**src/rtl/rpn_stack_ctrl_pkg.sv**
```systemverilog
// Shared definitions for the RPN stack controller: command codes, FSM states, ALU op codes.
package rpn_stack_ctrl_pkg;

  localparam int unsigned CMD_OP_W = 2;
  localparam int unsigned ALU_OP_W = 3;

  typedef enum logic [CMD_OP_W-1:0] {
    CMD_PUSH  = 2'd0,
    CMD_DROP  = 2'd1,
    CMD_CLEAR = 2'd2,
    CMD_BINOP = 2'd3
  } cmd_op_e;

  typedef enum logic [3:0] {
    ST_IDLE    = 4'd0,
    ST_PUSH    = 4'd1,
    ST_RD_B    = 4'd2,
    ST_LD_B    = 4'd3,
    ST_RD_A    = 4'd4,
    ST_LD_A    = 4'd5,
    ST_WB      = 4'd6,
    ST_DROP_RD = 4'd7,
    ST_DROP_LD = 4'd8,
    ST_RETIRE  = 4'd9
  } state_e;

  // ALU_OP codes shared with the ALU; the controller passes them through untouched.
  typedef enum logic [ALU_OP_W-1:0] {
    ALU_ADD    = 3'd0,
    ALU_SUB    = 3'd1,
    ALU_AND    = 3'd2,
    ALU_OR     = 3'd3,
    ALU_XOR    = 3'd4,
    ALU_SHL    = 3'd5,
    ALU_SHR    = 3'd6,
    ALU_PASS_A = 3'd7
  } alu_op_e;

  // Command header as seen on the handshake (operand travels separately, its width is a parameter).
  typedef struct packed {
    cmd_op_e               op;
    logic [ALU_OP_W-1:0]   alu_op;
  } cmd_hdr_t;

endpackage

```
**src/rtl/rpn_stack_ctrl_if.sv**
```systemverilog
// Command handshake between the front panel decoder (master) and the stack controller (slave).
interface rpn_stack_ctrl_if #(
  parameter int unsigned DATA_W = 8
);
  import rpn_stack_ctrl_pkg::*;

  logic                cmd_valid;
  logic                cmd_ready;
  logic [CMD_OP_W-1:0] cmd_op;
  logic [ALU_OP_W-1:0] cmd_alu_op;
  logic [DATA_W-1:0]   cmd_data;

  modport master (
    output cmd_valid, cmd_op, cmd_alu_op, cmd_data,
    input  cmd_ready
  );

  modport slave (
    input  cmd_valid, cmd_op, cmd_alu_op, cmd_data,
    output cmd_ready
  );

endinterface

```
**src/rtl/rpn_stack_ctrl.sv**
```systemverilog
// RPN calculator sequencer: walks the stack RAM / A,B load / ALU writeback for one command at a time
// and keeps SP, a top-of-stack shadow and sticky error flags for the display.
module rpn_stack_ctrl
  import rpn_stack_ctrl_pkg::*;
#(
  parameter int unsigned DATA_W = 8,
  parameter int unsigned ADDR_W = 8,
  parameter int unsigned DEPTH  = 16
) (
  input  logic                CLOCK_50,
  input  logic                reset_n,
  rpn_stack_ctrl_if.slave     cmd,
  output logic [ADDR_W-1:0]   ram_addr,
  output logic                ram_we,
  output logic [DATA_W-1:0]   ram_wdata,
  input  logic [DATA_W-1:0]   ram_rdata,
  output logic                load_A,
  output logic                load_B,
  output logic [ALU_OP_W-1:0] alu_op,
  input  logic [DATA_W-1:0]   alu_result,
  output logic [ADDR_W-1:0]   sp,
  output logic [DATA_W-1:0]   tos,
  output logic                done,
  output logic                err_ovf,
  output logic                err_unf
);

  localparam logic [ADDR_W-1:0] SP_FULL = ADDR_W'(DEPTH);
  localparam logic [ADDR_W-1:0] SP_ONE  = ADDR_W'(1);
  localparam logic [ADDR_W-1:0] SP_TWO  = ADDR_W'(2);

  state_e              state_q, state_d;
  logic [ADDR_W-1:0]   sp_q, sp_d;
  logic [DATA_W-1:0]   tos_q, tos_d;
  logic                ovf_q, ovf_d;
  logic                unf_q, unf_d;
  logic [ALU_OP_W-1:0] aop_q, aop_d;
  logic [DATA_W-1:0]   data_q, data_d;
  cmd_hdr_t            hdr_in;

  assign hdr_in = '{op: cmd_op_e'(cmd.cmd_op), alu_op: cmd.cmd_alu_op};

  // Reset must park everything, including the write strobe, without waiting for a clock.
  always_ff @(posedge CLOCK_50 or negedge reset_n) begin
    if (!reset_n) begin
      state_q <= ST_IDLE;
      sp_q    <= '0;
      tos_q   <= '0;
      ovf_q   <= 1'b0;
      unf_q   <= 1'b0;
      aop_q   <= '0;
      data_q  <= '0;
    end else begin
      state_q <= state_d;
      sp_q    <= sp_d;
      tos_q   <= tos_d;
      ovf_q   <= ovf_d;
      unf_q   <= unf_d;
      aop_q   <= aop_d;
      data_q  <= data_d;
    end
  end

  // Next state, register updates and state-decoded RAM/ALU controls.
  always_comb begin
    state_d   = state_q;
    sp_d      = sp_q;
    tos_d     = tos_q;
    ovf_d     = ovf_q;
    unf_d     = unf_q;
    aop_d     = aop_q;
    data_d    = data_q;
    ram_addr  = sp_q;
    ram_we    = 1'b0;
    ram_wdata = data_q;
    load_A    = 1'b0;
    load_B    = 1'b0;
    alu_op    = aop_q;

    unique case (state_q)
      ST_IDLE: begin
        if (cmd.cmd_valid) begin
          aop_d  = hdr_in.alu_op;
          data_d = cmd.cmd_data;
          unique case (hdr_in.op)
            CMD_PUSH: begin
              if (sp_q == SP_FULL) begin
                ovf_d   = 1'b1;
                state_d = ST_RETIRE;
              end else begin
                state_d = ST_PUSH;
              end
            end
            CMD_DROP: begin
              if (sp_q == '0) begin
                unf_d   = 1'b1;
                state_d = ST_RETIRE;
              end else begin
                state_d = ST_DROP_RD;
              end
            end
            CMD_CLEAR: begin
              sp_d    = '0;
              tos_d   = '0;
              ovf_d   = 1'b0;
              unf_d   = 1'b0;
              state_d = ST_RETIRE;
            end
            CMD_BINOP: begin
              if (sp_q < SP_TWO) begin
                unf_d   = 1'b1;
                state_d = ST_RETIRE;
              end else begin
                state_d = ST_RD_B;
              end
            end
            default: state_d = ST_RETIRE;
          endcase
        end
      end
      ST_PUSH: begin
        ram_we  = 1'b1;
        sp_d    = sp_q + SP_ONE;
        tos_d   = data_q;
        state_d = ST_RETIRE;
      end
      ST_RD_B: begin
        ram_addr = sp_q - SP_ONE;
        state_d  = ST_LD_B;
      end
      ST_LD_B: begin
        ram_addr = sp_q - SP_ONE;
        load_B   = 1'b1;
        state_d  = ST_RD_A;
      end
      ST_RD_A: begin
        ram_addr = sp_q - SP_TWO;
        state_d  = ST_LD_A;
      end
      ST_LD_A: begin
        ram_addr = sp_q - SP_TWO;
        load_A   = 1'b1;
        state_d  = ST_WB;
      end
      ST_WB: begin
        ram_addr  = sp_q - SP_TWO;
        ram_we    = 1'b1;
        ram_wdata = alu_result;
        sp_d      = sp_q - SP_ONE;
        tos_d     = alu_result;
        state_d   = ST_RETIRE;
      end
      // A single entry has no successor to expose, so it skips the read and empties directly.
      ST_DROP_RD: begin
        ram_addr = sp_q - SP_TWO;
        if (sp_q == SP_ONE) begin
          sp_d    = '0;
          tos_d   = '0;
          state_d = ST_RETIRE;
        end else begin
          state_d = ST_DROP_LD;
        end
      end
      ST_DROP_LD: begin
        tos_d   = ram_rdata;
        sp_d    = sp_q - SP_ONE;
        state_d = ST_RETIRE;
      end
      ST_RETIRE: state_d = ST_IDLE;
      default:   state_d = ST_IDLE;
    endcase
  end

  assign cmd.cmd_ready = (state_q == ST_IDLE);
  assign done          = (state_q == ST_RETIRE);
  assign sp            = sp_q;
  assign tos           = tos_q;
  assign err_ovf       = ovf_q;
  assign err_unf       = unf_q;

endmodule

```
**src/flat_wrapper.sv**
```systemverilog
// flat-port wrapper written by rule: the top's interface ports become plain ports
module rpn_stack_ctrl_flat import rpn_stack_ctrl_pkg::*;
#(
  parameter int unsigned DATA_W = 8,
  parameter int unsigned ADDR_W = 8,
  parameter int unsigned DEPTH  = 16
)
  (CLOCK_50, reset_n, ram_addr, ram_we, ram_wdata, ram_rdata, load_A, load_B, alu_op, alu_result, sp, tos, done, err_ovf, err_unf, cmd_cmd_valid, cmd_cmd_op, cmd_cmd_alu_op, cmd_cmd_data, cmd_cmd_ready);
  rpn_stack_ctrl_if #(.DATA_W(DATA_W)) cmd_i ();
  input  logic CLOCK_50;
  input  logic reset_n;
  output logic [ADDR_W-1:0] ram_addr;
  output logic ram_we;
  output logic [DATA_W-1:0] ram_wdata;
  input  logic [DATA_W-1:0] ram_rdata;
  output logic load_A;
  output logic load_B;
  output logic [ALU_OP_W-1:0] alu_op;
  input  logic [DATA_W-1:0] alu_result;
  output logic [ADDR_W-1:0] sp;
  output logic [DATA_W-1:0] tos;
  output logic done;
  output logic err_ovf;
  output logic err_unf;
  input wire logic [$bits(cmd_i.cmd_valid)-1:0] cmd_cmd_valid;
  input wire logic [$bits(cmd_i.cmd_op)-1:0] cmd_cmd_op;
  input wire logic [$bits(cmd_i.cmd_alu_op)-1:0] cmd_cmd_alu_op;
  input wire logic [$bits(cmd_i.cmd_data)-1:0] cmd_cmd_data;
  output wire logic [$bits(cmd_i.cmd_ready)-1:0] cmd_cmd_ready;
  assign cmd_i.cmd_valid = cmd_cmd_valid;
  assign cmd_i.cmd_op = cmd_cmd_op;
  assign cmd_i.cmd_alu_op = cmd_cmd_alu_op;
  assign cmd_i.cmd_data = cmd_cmd_data;
  assign cmd_cmd_ready = cmd_i.cmd_ready;
  rpn_stack_ctrl #(.DATA_W(DATA_W), .ADDR_W(ADDR_W), .DEPTH(DEPTH)) u_core (.CLOCK_50(CLOCK_50), .reset_n(reset_n), .cmd(cmd_i), .ram_addr(ram_addr), .ram_we(ram_we), .ram_wdata(ram_wdata), .ram_rdata(ram_rdata), .load_A(load_A), .load_B(load_B), .alu_op(alu_op), .alu_result(alu_result), .sp(sp), .tos(tos), .done(done), .err_ovf(err_ovf), .err_unf(err_unf));
endmodule
```
**config.mk**
```make
export PLATFORM = sky130hd
export DESIGN_NAME = rpn_stack_ctrl_flat
export DESIGN_NICKNAME = d
export VERILOG_FILES = /design/src/rtl/rpn_stack_ctrl_pkg.sv /design/src/rtl/rpn_stack_ctrl_if.sv /design/src/rtl/rpn_stack_ctrl.sv /design/src/flat_wrapper.sv
export SDC_FILE = /design/constraint.sdc
export NUM_CORES = 1
export LEC_CHECK = 0
export CORE_ASPECT_RATIO = 0.9
export CORE_UTILIZATION = 45
export DETAILED_ROUTE_END_ITERATION = 7
export GPL_ROUTABILITY_DRIVEN = 1
export PLACE_DENSITY = 0.8
export SYNTH_ARGS = -nofsm -noshare
export SYNTH_HDL_FRONTEND = slang
export SYNTH_SLANG_ARGS = --single-unit
export TNS_END_PERCENT = 30
```
**constraint.sdc**
```tcl
create_clock -name CLOCK_50 -period 2.3 [get_ports CLOCK_50]
set_clock_uncertainty 0.1 [all_clocks]
set_input_delay 0.345 -clock CLOCK_50 [delete_from_list [all_inputs] [get_ports CLOCK_50]]
set_output_delay 0.345 -clock CLOCK_50 [all_outputs]
set_load 0.02 [all_outputs]
```
Word level (Yosys, flattened, before mapping)
Index checks and enable logic that the tools add are counted.

word-level totals
  flip-flop bits (word level) = 33
  bits of input ports = 32
  output and inout port bits = 42
  logic and storage cells = 70

cells by class
  reduce and logical (&&, ||, !) cells = 17
  eq/ne operators = 20
  $lt $le $gt $ge = 1
  add/subtract/negate cells = 3
  muxes and demuxes = 22

operators with widths
  cell                                                                  number
  8-bit one-hot mux with 5 select lines                                 1
  8-bit two-way mux                                                     4
  8-bit one-hot mux with 4 select lines                                 1
  4-bit one-hot mux with 7 select lines                                 1
  4-bit by 3-bit == test with 1-bit output, second input constant       4
  4-bit two-way mux                                                     4
  4-bit one-hot mux with 4 select lines                                 1
  8-bit one-hot mux with 2 select lines                                 1
  4-bit AND reduction                                                   3
  2-bit by 1-bit != test with 1-bit output, second input constant       5
  8-bit by 1-bit adder with 8-bit output, second input constant         1
  4-bit by 2-bit == test with 1-bit output, second input constant       2
  4-bit == test, second input constant                                  2
  8-bit by 1-bit == test with 1-bit output, second input constant       1
  8-bit by 5-bit == test with 1-bit output, second input constant       1
  8-bit zero test                                                       1
  8-bit by 2-bit < comparator with 1-bit output, second input constant  1
  8-bit by 1-bit subtractor with 8-bit output, second input constant    1
  8-bit by 2-bit subtractor with 8-bit output, second input constant    1
  1-bit two-way mux                                                     7
  2-bit OR reduction                                                    3
  5-bit AND reduction                                                   1
  5-bit nonzero test                                                    1
  2-bit == test, second input constant                                  2
  other kinds (13)                                                      13

Logic depth before layout (Yosys ltp)
Gate-level depths: netlist of the first run.

  depth in word-level cells = 5
  gate-level depth with buffers = 7
  mapped depth without buffers = 6

Worst setup path after synthesis of the first run
Ideal clock, no wire load.

  path kind = register to output
  from = register u_core.sp_q[0] (netlist: u_core.sp[0])
  to = output port ram_addr[6]
  path buffers = 1
  stages on the path, launching flop included = 8
  setup slack = -0.137 ns
  data arrival time = 1.992 ns
  cell sequence = dfrtp_1 clkbuf_1 inv_1 ha_1 and3b_1 o211ai_1 or3_1 xnor2_1

on the way
  longest elaborated chain between the ends = 2
  elaborated cells between the ends (all ways) = 3
  those cells by class = 2 x add/sub; 1 x mux

RTL lines
  item                                                                                                               RTL line              RTL
  start, declared                                                                                                    rpn_stack_ctrl.sv:33  logic [ADDR_W-1:0] sp_q, sp_d;
  start signal, assigned                                                                                             rpn_stack_ctrl.sv:55  sp_q <= sp_d;
  8-bit by 2-bit subtractor with 8-bit output / 8-bit by 1-bit subtractor with 8-bit output (equally long branches)  --
  8-bit one-hot mux with 2 select lines *                                                                            rpn_stack_ctrl.sv:80  unique case (state_q)
  end, declared                                                                                                      flat_wrapper.sv:12    output logic [ADDR_W-1:0] ram_addr;

Every way passes the cells marked *; elsewhere a longest branch is shown, timed or not.

Worst setup path after layout of the first run
  from = register u_core.sp_q[1] (netlist: u_core.sp[1])
  to = output port ram_addr[6]

The elaborated chain is that of the path after synthesis.

==> results.txt, run 1 <==
----------------------------------------------------
[Power]
  Max IR drop VDD ... about 0.9 mV
  Pwr/cell area ... roughly 1500 mW/mm^2
  Static power due to leakage ... 0.00161 uW

[Floorplan]
  Die Area ... 0.00576 sq mm
  Die Width ... 79.9 um
  Total core area ... 0.00526 sq mm
  Initial standard-cell utilization of the core ... 46.8%
  Number of top-level pins ... 74
  Die Height ... just over 70 um
  Row cnt ... 25

[Timing]
  Final worst hold slack ... 0.368 ns
  Number of max-slew violations in the final report ... 0
  Unrepaired setup endpoints after global routing ... true
  Slew Limit Headroom ... between 40% and 50%
  Hold violation total from the final report ... 0
  Max Freq ... 432 MHz
  Count of endpoints failing setup in the final report ... 1
  Shortest period the worst path allows ... 2.31 ns
  Tightest Pin Transition ... roughly 0.77 ns
  Least setup slack across all paths after layout ... -0.0126 ns
  Final worst-path cycle share ... 101%

[Clock tree]
  H-tree depth ... 2
  Later-pin clock latency in the skew report ... 0.29 ns
  Number of buffers on the longest clock path ... 2
  Number of sinks on the clock net ... 33
  Number of buffers inserted during clock tree synthesis ... 5
  Register clock-pin slew on the reported worst setup and hold paths ... about 0.070 ns
  Cell chosen for the clock root ... clkbuf_8
  CTS tree ... done

[Yosys]
  Adder-Cell Fraction of Synth Area ... under 10%
  Xor-xnor portion of the synthesized cell area ... around 2.5%
  Fraction of registers with async set or reset after synthesis ... 100%
  Share of cell area taken by muxes after synthesis ... around 7.4%
  Syn_area_per_cell ... ~9.5 sq um
  Share of the synthesized area in compound gates (AO/OA/AOI/OAI) ... 23.4%
  Mapped cell area ... 0.00246 sq mm
  Share of synthesized cell area in and, or, nand and nor gates ... 21.2%
  Number of warnings printed during yosys synthesis ... 0
  Number of synthesized flops with an enable pin ... 0
  Instance count of the mapped netlist ... 260
  Portion of the post-synthesis area used by sequential elements ... between 30% and 40%
  Flip-flop and latch count after synthesis ... 33
  Synthesized net count ... roughly 300
  Dominant synthesized flop cell ... dfrtp_1
  Post-synthesis cell type count ... 60
  Largest family of logic cells by synthesized area ... compound AO/OA/AOI/OAI gates

[Worst setup path]
  Biggest cell delay along the critical path ... between 0.3 and 0.4 ns
  Arrival time reported for the critical path endpoint ... about 1.9 ns
  Critical Path Source ... u_core.sp[1]$_DFFE_PN0P_
  Crit path max-delay cell type ... dfrtp_1
  CP Class ... reg -> out
  Slack of the worst reg-to-reg path ... 0.14 ns
  Startpoint of the worst register-to-register path ... u_core.sp[5]$_DFFE_PN0P_
  Startpoint type of the worst setup path ... register
  Critical Path, Cell by Cell ... inv_2 -> ha_2 -> and3b_1 -> o211ai_1 -> or3_4 -> xnor2_2 -> buf_4
  Kind of end point of the critical path ... output port
  Reg-to-Reg End ... u_core.sp[3]$_DFFE_PN0P_
  Max Fanout on Critical Path ... 4
  Crit path capture ... ram_addr[6]
  Worst reg2reg path depth ... 5
  Required time at the worst-slack endpoint ... ~1.9 ns

[Detailed routing]
  Total wirelength of the detailed-routed design ... between 6000 and 7000 um
  Vias ... about 2400
  Pre-Repair DR Iteration Count ... 4
  Number of nets with antenna violations after routing ... 0
  Via-to-Cell Ratio ... ~5.5
  Residual DRC count ... 0
  Per-cell routed wire length ... 15.8 um
  Initial DRC count ... 211

[Global route]
  GRT Residual Overflow ... 0
  Via count of the first global-routing pass ... 2307
  Global-route wire length before repair ... ~11000 um
  Largest net degree at the start of global routing ... 34
  GRT Resource Usage Total ... between 20% and 30%
  Antenna violations before repair ... 0

[Finish]
  Share of cells above drive strength 1 ... about 34%
  Post-layout instance area ... ~0.0036 sq mm
  Layout Nets ... ~410
  Signed area change from the synthesized netlist to the final layout ... 45.0%
  Number of antenna repair diodes ... 0
  Fin util ... about two thirds
  FILL cells ... between 400 and 500

[Status]
  Run status ... finished with violations
  Violated checks ... negative setup slack

[Placement]
  Placement-stage worst setup slack ... -0.200 ns
  Buffers added on ports ... between 70 and 80
  Final RePlAce weighted congestion ... about 0.85
  Placed cell area ... 0.00351 sq mm
  Post-detailed-placement half-perimeter wirelength ... 5230 um

[Run]
  Max-Cap Viols ... 0

[Worst hold path]
  Worst min-delay path class ... in -> async

----------------------------------------------------
## per-stage QoR
stage,setup TNS [ns],instances,total power (uW)
final,-0.0126,434,5520
after global routing,-0.293,434,5880
after CTS,-0.0334,434,5520
after detailed placement,-0.858,426,5210
after global placement,-0.407,426,5080
after floorplan,0,260,3640
## placed cells by master (no fill, tap or decap), drive strengths merged, types with 3 or more instances in the layout
cell,count
nand3,5
nor2b,5
xnor2,6
a21oi,7
nor3,10
dlygate4sd2,6
clkbuf,16
inv,16
nand2b,3
o211ai,11
ha,7
a31oi,6
a311oi,4
dfrtp,33
clkdlybuf4s50,52
nor2,17
a22oi,10
buf,51
o21ai,6
mux2,12
nand2,40
a211oi,4
## power breakdown
part	switching, uW	internal (uW)
registers	263	873
logic	2120	1840
clock network	217	210
total	2600	2930
## state kept, by name, summed over array words and instances (netlist names)
| register | count |
|---|---|
| u_core.err_unf | 1 |
| u_core.state_q | 4 |
| u_core.err_ovf | 1 |
| u_core.alu_op | 3 |
| u_core.sp | 8 |
| u_core.data_q | 8 |
| u_core.tos | 8 |
## how the worst min path moves through the flow
| stage | slack, ns | startpoint | endpoint | depth (start not counted) |
|---|---|---|---|---|
| 3_3_place_gp | 0.39 | u_core.alu_op[1]$_DFFE_PN0P_ | u_core.alu_op[1]$_DFFE_PN0P_ | 1 |
| 2_1_floorplan | -0.05 | reset_n | u_core.alu_op[0]$_DFFE_PN0P_ | 0 |
| 4_1_cts | 0.37 | reset_n | u_core.data_q[6]$_DFFE_PN0P_ | 2 |
| 6_report | 0.37 | reset_n | u_core.tos[1]$_DFFE_PN0P_ | 2 |
| 3_5_place_dp | 0.40 | u_core.alu_op[0]$_DFFE_PN0P_ | u_core.alu_op[0]$_DFFE_PN0P_ | 1 |
| 5_1_grt | 0.41 | reset_n | u_core.tos[0]$_DFFE_PN0P_ | 2 |
## timing repair
item                       4_1_cts  5_1_grt
pin swaps                        1        1
hold buffers                     0        0
buffers inserted                 0        0
setup endpoints to repair       21       15
gates resized for setup         43       26
## worst max-delay path: cells and delay by family, from the launching register on
| family | cells | cell delay [ns] |
|---|---|---|
| AOI/OAI and AO/OA | 1 | 0.10 |
| xor gates and xnor gates | 1 | 0.15 |
| adders and majority gates | 1 | 0.18 |
| buffers and inverters | 2 | 0.24 |
| DFF | 1 | 0.39 |
| and+or+nand+nor | 2 | 0.51 |
## cell families (layout without fill, tap and decap cells)
| logic type | Yosys count | after routing |
|---|---|---|
| muxes | 14 | 14 |
| and+or+nand+nor | 96 | 96 |
| buffers and inverters | 38 | 145 |
| AOI/OAI and AO/OA | 65 | 65 |
| DFF | 33 | 33 |
| adders and majority gates | 7 | 7 |
| xor gates and xnor gates | 7 | 7 |
## layout make-up
type | instances | area, sq um | area share [%]
sequential | 33 | 832 | 23.3
timing repair buffer | 121 | 1040 | 29.1
clock buffer | 6 | 72.6 | 2.04
tap | 67 | 83.8 | 2.35
inverter | 16 | 60.1 | 1.69
clock inverter | 2 | 10.0 | 0.281
multi-input combinational | 189 | 1470 | 41.2
## cells in the mapped netlist, types with 2 or more instances
library cell / n / area (sq um)
nand2b_1: 3 / 18.8
nor2b_1: 5 / 31.3
dfrtp_1: 33 / 826
clkbuf_1: 6 / 22.5
o211ai_2: 8 / 100
a22oi_1: 10 / 75.1
a31oi_1: 5 / 31.3
nor2_1: 16 / 60.1
buf_6: 6 / 67.6
o21ai_0: 6 / 30.0
mux2i_1: 2 / 20.0
a41oi_2: 2 / 32.5
nand4_1: 2 / 12.5
a211oi_1: 4 / 30.0
nor3_2: 4 / 40.0
a21boi_0: 2 / 15.0
nor3_1: 6 / 30.0
o211ai_1: 3 / 22.5
mux2_4: 7 / 105
inv_1: 16 / 60.1
nand3_1: 5 / 25.0
buf_4: 2 / 15.0
a21oi_1: 6 / 30.0
a311oi_1: 3 / 26.3
and3_1: 2 / 12.5
ha_1: 7 / 87.6
mux2_2: 5 / 56.3
xnor2_1: 6 / 52.6
nand2_1: 39 / 146
buf_2: 8 / 40.0
or2_1: 2 / 12.5
## per-layer routing
metal / up-vias / wire [um] / share of wire [%] / track usage, %
met3: 13 / 410 / 6.0 / 3.90
met2: 88 / 3530 / 52 / 43.7
li1: 1138 / - / - / -
met5: - / 0 / 0 / 0
met4: 0 / 131 / 1.9 / 6.94
met1: 1148 / 2770 / 41 / 30.9
Power figures use the tool's default switching activity.
==> run 2, diff against run 1 <==
ABC_AREA = 1   (was unset)
CORE_UTILIZATION = 47   (was 45)
PLACE_DENSITY = 0.84   (was 0.8)
==> results.txt, run 2 <==
----------------------------------------------------
[Yosys]
  Dominant synthesized flop cell ... dfrtp_1
  Library cell with the highest instance count after synthesis ... nand2_1
  Instance count of the mapped netlist ... 335
  Number of synthesized flops with an enable pin ... 0
  Synth area leader ... dfrtp_1
  Post-synthesis cell type count ... 33
  Synthesized net count ... between 300 and 400
  Cell types with the highest counts after synthesis ... nand2_1 (102), inv_1 (42), dfrtp_1 (33)
  Flip-flop and latch count after synthesis ... 33
  Syn_area_per_cell ... 6.84 sq um
  Fraction of registers with async set or reset after synthesis ... 100%
  Area share of the largest cell type after synthesis ... between 30% and 40%
  Portion of the post-synthesis area used by sequential elements ... about 36%
  Mapped cell area ... 0.00229 sq mm
  Number of warnings printed during yosys synthesis ... 0
  Area contributors post-synth ... dfrtp_1 (36%), nand2_1 (17%), inv_1 (6.9%), o21ai_0 (6.1%), nor2_1 (4.9%)

[Clock tree]
  H-tree depth ... 2
  Number of buffers on the longest clock path ... 2
  Number of buffers inserted during clock tree synthesis ... 5
  Later-pin clock latency in the skew report ... between 0.2 and 0.3 ns
  Register clock-pin slew on the reported worst setup and hold paths ... 0.08 ns
  Hold Buf Count CTS ... 0
  Number of sinks on the clock net ... 33
  CTS tree ... done
  Cell chosen for the clock root ... clkbuf_8

[Detailed routing]
  Initial DRC count ... between 200 and 300
  Number of nets with antenna violations after routing ... 0
  Per-cell routed wire length ... ~14 um
  Vias ... 2624
  Total wirelength of the detailed-routed design ... roughly 6900 um
  Pre-Repair DR Iteration Count ... 5
  Residual DRC count ... 0
  Via-to-Cell Ratio ... ~5.2

[Timing]
  Number of max-slew violations in the final report ... 0
  Shortest period the worst path allows ... ~2.2 ns
  Hold violation total from the final report ... 0
  Slew Limit Headroom ... roughly 70%
  Final worst hold slack ... between 0.3 and 0.4 ns
  Final worst-path cycle share ... between 90% and 100%
  Count of endpoints failing setup in the final report ... 0
  Sum Neg Setup Slack ... 0 ns
  Tightest Pin Transition ... approximately 0.45 ns
  Max Freq ... ~450 MHz
  Unrepaired setup endpoints after global routing ... true

[Placement]
  Final RePlAce weighted congestion ... between 0.9 and 1
  Post-detailed-placement half-perimeter wirelength ... around 5000 um
  Buffers added on ports ... 73

[Power]
  Tot Pwr ... ~4800 uW
  Switching power ... 2330 uW
  Part of the total power dissipated in sequential elements ... between 20% and 30%
  Combinational share of power ... just under 70%
  Internal portion of total power ... roughly 2400 uW
  Max IR drop VDD ... between 0.7 and 0.8 mV
  Static power due to leakage ... 0.00173 uW
  Clk pwr share ... a little under a tenth
  Pwr/cell area ... approximately 1400 mW/mm^2
  Fraction of power spent switching nets ... 48.9%

[Worst setup path]
  Startpoint type of the worst setup path ... register
  CP Class ... reg -> out
  Kind of end point of the critical path ... output port
  Critical Path Source ... u_core.state_q[3]$_DFFE_PN0N_
  Max Fanout on Critical Path ... 5
  Startpoint of the worst register-to-register path ... u_core.state_q[1]$_DFFE_PN0N_
  Required time at the worst-slack endpoint ... around 1.9 ns
  Arrival time reported for the critical path endpoint ... roughly 1.8 ns

[Finish]
  Most used cells in the layout excluding fill and tap cells ... nand2_1 (101), clkdlybuf4s50_1 (54), inv_1 (41)
  Share of cells above drive strength 1 ... between 15 and 20%
  Number of antenna repair diodes ... 0
  Layout Nets ... roughly 480
  Signed area change from the synthesized netlist to the final layout ... 48.0%
  Most common cell after layout, fill and taps aside ... nand2_1

[Worst hold path]
  Worst min-delay path class ... reg -> reg
  Worst hold path startpoint ... u_core.tos[7]$_DFFE_PN0P_

[Run]
  Max-Cap Viols ... 0

[Global route]
  GRT Resource Usage Total ... 28.8%
  Global-route wire length before repair ... 11000 um
  Antenna violations before repair ... 0
  Via count of the first global-routing pass ... around 2500
  GRT Residual Overflow ... 0
  Largest net degree at the start of global routing ... 34

[Floorplan]
  Total core area ... between 0.004 and 0.005 sq mm
  Initial standard-cell utilization of the core ... around 50%
  Die Height ... ~68 um
  Number of top-level pins ... 74
  Row cnt ... 23
  Die Width ... 75.6 um
  Die Area ... roughly 0.0052 sq mm

[Status]
  Run status ... finished clean

----------------------------------------------------
==> run 2: metrics by stage <==
stage	area, sq um	setup WS [ns]	utilization, %	std cells
final	3390	0.0608	74.1	501
after global routing	3390	-0.0794	74.1	501
after CTS	3370	0.0000453	73.7	499
after detailed placement	3290	-0.116	71.9	492
after global placement	3290	-0.0641	71.9	492
after floorplan	2290	0.0606	-	335
==> run 2: cell families (layout without fill, tap and decap cells) <==
group | after synthesis | count (layout) | synth area share [%]
flip-flops | 33 | 33 | 36.0
XOR/XNOR | 5 | 5 | 1.91
AND/OR/NAND/NOR | 168 | 168 | 30.7
adder cells (fa/ha/maj) | 7 | 7 | 3.82
buffers and inverters | 56 | 160 | 10.3
AO/OA/AOI/OAI | 63 | 63 | 15.7
multiplexers | 3 | 3 | 1.47
==> run 2: path summary, 6_finish.rpt <==
kind / to / slack (ns) / cells past startpoint
max: ram_addr[5] / 0.06 / 9
min: u_core.tos[7]$_DFFE_PN0P_ / 0.37 / 2
max reg2reg: u_core.tos[4]$_DFFE_PN0P_ / 0.27 / 9
min reg2reg: u_core.tos[7]$_DFFE_PN0P_ / 0.37 / 2
max in group asynchronous: u_core.state_q[3]$_DFFE_PN0N_ / 1.39 / 2
min in group asynchronous: u_core.sp[7]$_DFFE_PN0P_ / 0.38 / 2
==> run 2: layout make-up <==
cell class | instances | area, sq um
fill | 353 | 1180
clock buffer | 7 | 86.3
tap | 62 | 77.6
inverter | 46 | 173
multi-input combinational | 246 | 1260
timing repair buffer | 107 | 962
sequential | 33 | 828
==> run 2: worst max-delay path, cell delays in order (launching register included) <==
cell and delay (ns):
dfrtp_2 0.47, nor2_4 0.13, inv_1 0.07, nor2_1 0.08, buf_4 0.14, buf_4 0.14, o21ai_0 0.07, o21ai_0 0.07
nand2_1 0.06, clkdlybuf4s15_1 0.28
==> run 2: layer usage <==
| metal | part of all wire, % | vias up | track usage [%] |
|---|---|---|---|
| met5 | 0 | - | 0 |
| met4 | 1.5 | 0 | 10.9 |
| met3 | 9.8 | 13 | 8.10 |
| met2 | 48 | 142 | 49.3 |
| met1 | 41 | 1189 | 34.3 |
| li1 | - | 1280 | - |
==> run 2: power by group through the flow <==
stage / Clock, uW / Sequential (uW) / Combinational [uW]
2_1_floorplan: 0 / 1230 / 1680
3_3_place_gp: 0 / 1010 / 3230
3_5_place_dp: 0 / 1020 / 3300
4_1_cts: 459 / 1020 / 3240
5_1_grt: 484 / 1060 / 3580
6_report: 460 / 1030 / 3280
==> run 2: repair_timing <==
item | 4_1_cts | 5_1_grt
setup buffers | 0 | 2
resized for setup | 31 | 24
pin swaps | 0 | 1
setup endpoints to repair | 19 | 10
==> run 3, diff against run 2 <==
HOLD_SLACK_MARGIN = 0.06   (was unset)
==> results of run 3 <==
No change in the layout: final DEF, timing and power equal those of run 2.
